$ cat config.mk
export PLATFORM = sky130hd
export DESIGN_NAME = mux_pipe_n
export DESIGN_NICKNAME = d
export VERILOG_FILES = /design/src/rtl/mux_pipe_n.sv
export SDC_FILE = /design/constraint.sdc
export NUM_CORES = 1
export LEC_CHECK = 0
export CORE_UTILIZATION = 34
export DETAILED_ROUTE_END_ITERATION = 7
export MAX_ROUTING_LAYER = met4
export PLACE_DENSITY = 0.82
export SETUP_SLACK_MARGIN = 0.2
export SLEW_MARGIN = 20
export SYNTH_ARGS = -nofsm -noshare
export SYNTH_HDL_FRONTEND = slang
export SYNTH_SLANG_ARGS = --single-unit
export TNS_END_PERCENT = 5
$ cat constraint.sdc
create_clock -name clk -period 2 [get_ports clk]
set_clock_uncertainty 0.05 [all_clocks]
set_input_delay 0.4 -clock clk [delete_from_list [all_inputs] [get_ports clk]]
set_output_delay 0.4 -clock clk [all_outputs]
set_load 0.01 [all_outputs]
$ cat src/rtl/mux_pipe_n.sv
// Registered N-way mux with valid/ready on every channel and a one-deep output register.
// Define MUX_PIPE_RR_EN for round-robin arbitration instead of the explicit sel input.
module mux_pipe_n #(
    parameter int WIDTH  = 16,
    parameter int NUM_IN = 4,
    parameter int SEL_W  = $clog2(NUM_IN)
) (
    input  logic                    clk,
    input  logic                    rst_n,
    input  logic [NUM_IN*WIDTH-1:0] in_data,
    input  logic [NUM_IN-1:0]       in_valid,
    output logic [NUM_IN-1:0]       in_ready,
    input  logic [SEL_W-1:0]        sel,
    output logic [WIDTH-1:0]        out_data,
    output logic [SEL_W-1:0]        out_sel,
    output logic                    out_valid,
    input  logic                    out_ready
);

    // Handshake: a word moves on a rising edge when valid && ready are both high;
    // ready never depends on the same channel's valid in fixed mode, and valid
    // never waits for ready on the output side.
    logic [WIDTH-1:0] words [NUM_IN];
    logic [SEL_W-1:0] chosen;
    logic             have_sel;
    logic             can_load;
    logic             load;
    logic [WIDTH-1:0] word;

    for (genvar g = 0; g < NUM_IN; g++) begin : g_unpack
        assign words[g] = in_data[g*WIDTH +: WIDTH];
    end

`ifdef MUX_PIPE_RR_EN
    logic [SEL_W-1:0] ptr;
    logic [SEL_W-1:0] rr_idx;
    wire              unused_sel = ^sel;

    // Scan offsets from high to low so the nearest valid channel after ptr wins.
    always_comb begin
        chosen   = '0;
        have_sel = 1'b0;
        rr_idx   = '0;
        for (int k = NUM_IN - 1; k >= 0; k--) begin
            rr_idx = SEL_W'((int'(ptr) + k) % NUM_IN);
            if (in_valid[rr_idx]) begin
                chosen   = rr_idx;
                have_sel = 1'b1;
            end
        end
    end

    always_ff @(posedge clk) begin
        if (!rst_n) begin
            ptr <= '0;
        end else if (load) begin
            ptr <= (int'(chosen) == NUM_IN - 1) ? '0 : chosen + 1'b1;
        end
    end
`else
    assign chosen   = sel;
    assign have_sel = int'(sel) < NUM_IN;
`endif

    assign can_load = !out_valid || out_ready;

    always_comb begin
        in_ready = '0;
        word     = '0;
        for (int i = 0; i < NUM_IN; i++) begin
            if (SEL_W'(i) == chosen) begin
                word        = words[i];
                in_ready[i] = rst_n && can_load && have_sel;
            end
        end
    end

    assign load = |(in_ready & in_valid);

    always_ff @(posedge clk) begin
        if (!rst_n) begin
            out_valid <= 1'b0;
            out_data  <= '0;
            out_sel   <= '0;
        end else if (load) begin
            out_valid <= 1'b1;
            out_data  <= word;
            out_sel   <= chosen;
        end else if (out_valid && out_ready) begin
            out_valid <= 1'b0;
        end
    end

endmodule

==> impl_results.md <==
* Max clock buf depth at 2
* Warnings from Yosys at 0
* Drc violations at 0
* Critical-path cell list: clkdlybuf4s50_1, mux4_2, nand3_2, buf_12, nand2_1, a21boi_0
* Vias in the first global route at 1,412
* Synthesized area per cell at 11.1 µm²
* Hold path cells at 2
* RSZ-0062 raised after global routing: yes
* Antenna violations before repair at 0
* Hold Path End: out_data[13]
* Worst Hold Launch: out_data[13]
* Final setup viols at 0
* Seq/Total Area, Yosys at 29.3%
* Post-DP HPWL at 3270 µm
* Antenna-violating nets left at 0
* I/O Buffers at 95
* Slew HR at 78.0%
* CTS tree: yes
* Grt ovf at 0
* Design area at 2420 µm²
* Wire per inst at 14.7 µm
* Critical path peak fanout at 16
* Post-synth top flop: dfxtp_1
* Final min period at 1.75 ns
* Synth Instances at 117
* Reg2reg end: out_data[12]
* Pwr Density at 461 nW/µm²
* Initial DRC Count at 68
* Tot GR Track Use at 20.8%
* Routed wire length at 3930 µm
* Clock buffer count from CTS at 3
* Max-Cap Viols at 0
* F_max at 573 MHz
* Initial Util at 35.5%
* HP Class: reg -> reg
* Root Buffer: clkbuf_8
* Synth top area share at 29.5%
* Post-synth EDFFs at 0
* Critical Path End Type: register
* Initial DRT Pass Iterations at 4
* Most frequent cell after synthesis: nand2_1
* Die X at 63.8 µm
* Critical Path Start: in_valid[3]
* H-tree Lvls at 1
* IO Count at 96
* Mapped Area at 1300 µm²
* FF-to-FF setup slack at 0.62 ns
* Final Net Count at 294
* Clock Pin Slew Worst Setup and Hold Paths at 0.07 ns
* Crit path kind: in -> reg
* Slew Limit Fails at 0
* Worst-margin pin slew at 0.330 ns
* Hold Vio Cnt, Final at 0
* R2R cell count at 6
* Floorplan row count at 22
* RD Place Congestion at 0.749
* CP Launch Type: input port
* Cts hold-fix bufs at 0
* Share of cells above drive strength 1 at 31.8%
* Seq cells post-synth at 19
* Clock latency on the worst-skew pair at 0.25 ns
* Cell accounting for the most synthesized area: mux4_2
* Vias per cell at 5.00
* Async SR Flop Fraction at 0%
* Crit path required time at 2.13 ns
* Power Total at 1.12 mW
* Post-synth top cells: nand2_1 (25), dfxtp_1 (19), mux4_2 (17)
* Die Ht at 63.8 µm
* CTS Sinks at 19
* Core Footprint at 3660 µm²
* Outcome: complete, no violations
* Routed vias at 1,341
* Diode count at 0
* Pleak at 0.905 nW
* R2R Path Start: out_valid
* Top cells by area, synth: mux4_2 (29%), dfxtp_1 (29%), a21boi_2 (8.7%)
* Highest cell delay on the worst timing path at 0.52 ns
* Slowest CP cell: mux4_2
* First-pass GRT wire length at 6290 µm
* Syn_nets at 190
* Post-DP Area at 2360 µm²
* Cell variety after synth at 22
* Period utilization at 87.3%
* Largest net degree at the start of global routing at 17
* WP data arrival at 1.87 ns
* Synthesis-to-layout area growth at 86.2%
* Worst vdd ir at 0.295 mV
* Die Footprint at 4070 µm²
[power breakdown]
part	leakage, nW	internal, mW	total, mW	switching (mW)
Sequential	0.155	0.404	0.419	0.0150
Combinational	0.724	0.284	0.428	0.144
Clock	0.0255	0.139	0.269	0.131
Total	0.905	0.827	1.12	0.290
[layer usage]
layer | vias up | track usage, % | part of all wire [%]
met1 | 639 | 19.0 | 35
met2 | 56 | 40.7 | 58
met4 | 0 | 7.95 | 2.2
li1 | 636 | - | -
met5 | - | - | 0
met3 | 10 | 4.82 | 4.8
[worst max-delay path: cells and delay by family]
kind / cells / cell delay (ns)
multiplexers: 1 / 0.52
AO/OA/AOI/OAI: 1 / 0.18
buffers and inverters: 2 / 0.59
AND/OR/NAND/NOR: 2 / 0.18
[cell usage in the layout (no fill, tap or decap), types with 2 or more instances in the layout]
master | Yosys | routed
a21boi_0 | 8 | 8
a21boi_2 | 10 | 10
a31o_2 | 2 | 2
buf_2 | 2 | 3
buf_4 | 1 | 14
clkbuf_8 | 0 | 3
clkdlybuf4s50_1 | 0 | 87
dfxtp_1 | 19 | 19
dlymetal6s2s_1 | 0 | 2
mux2_2 | 2 | 2
mux2i_1 | 2 | 2
mux4_2 | 17 | 17
nand2_1 | 25 | 24
nand2_2 | 10 | 10
nor3b_2 | 0 | 2
o21ai_0 | 2 | 2
[kinds of logic after synthesis]
family	after synthesis	synth area share (%)
flops	19	29.3
buf+inv	12	5.68
compound gates	23	16.0
simple gates	42	16.4
mux	21	32.7
[area by class of cell]
| cell class | count | area (µm²) |
|---|---|---|
| flip-flops and latches | 19 | 380 |
| clock inverters | 1 | 5.00 |
| fillers | 292 | 1240 |
| clock buffers | 3 | 41.3 |
| multi-input cells | 86 | 871 |
| inverters | 1 | 3.75 |
| well taps | 48 | 60.1 |
| repair buffers | 110 | 1060 |
[per-stage QoR]
stage | std cells | worst slack [ns] | utilization (%) | TNS [ns] | hold WS (ns)
2_1_floorplan | 117 | 0.263 | - | 0 | 0.429
3_3_place_gp | 263 | -0.270 | 64.4 | -4.41 | 0.395
3_5_place_dp | 263 | -0.385 | 64.4 | -5.82 | 0.407
4_1_cts | 267 | 0.0853 | 65.8 | 0 | 0.418
5_1_grt | 268 | 0.137 | 66.1 | 0 | 0.435
6_report | 268 | 0.255 | 66.1 | 0 | 0.414
[flip-flops by register name, summed over array words and instances (netlist names)]
name and flops:
out_sel 2, out_valid 1, out_data 16
[worst max-delay path by stage]
stage / end / slack [ns] / depth (start not counted)
6_report: out_data[0] / 0.25 / 6
5_1_grt: out_data[0] / 0.14 / 6
4_1_cts: in_ready[0] / 0.09 / 5
3_5_place_dp: in_ready[1] / -0.39 / 3
3_3_place_gp: in_ready[2] / -0.27 / 5
2_1_floorplan: out_data[2] / 0.26 / 7
[what timing repair did]
| action | CTS | global route |
|---|---|---|
| pin swaps | 0 | 1 |
| endpoints found under the setup margin | 21 | 17 |
| buffers inserted | 0 | 1 |
| cloned | 0 | 0 |
| endpoints found under the hold margin | 0 | 0 |
| resized for setup | 21 | 5 |
No activity file was read; power rests on OpenSTA's default activity.
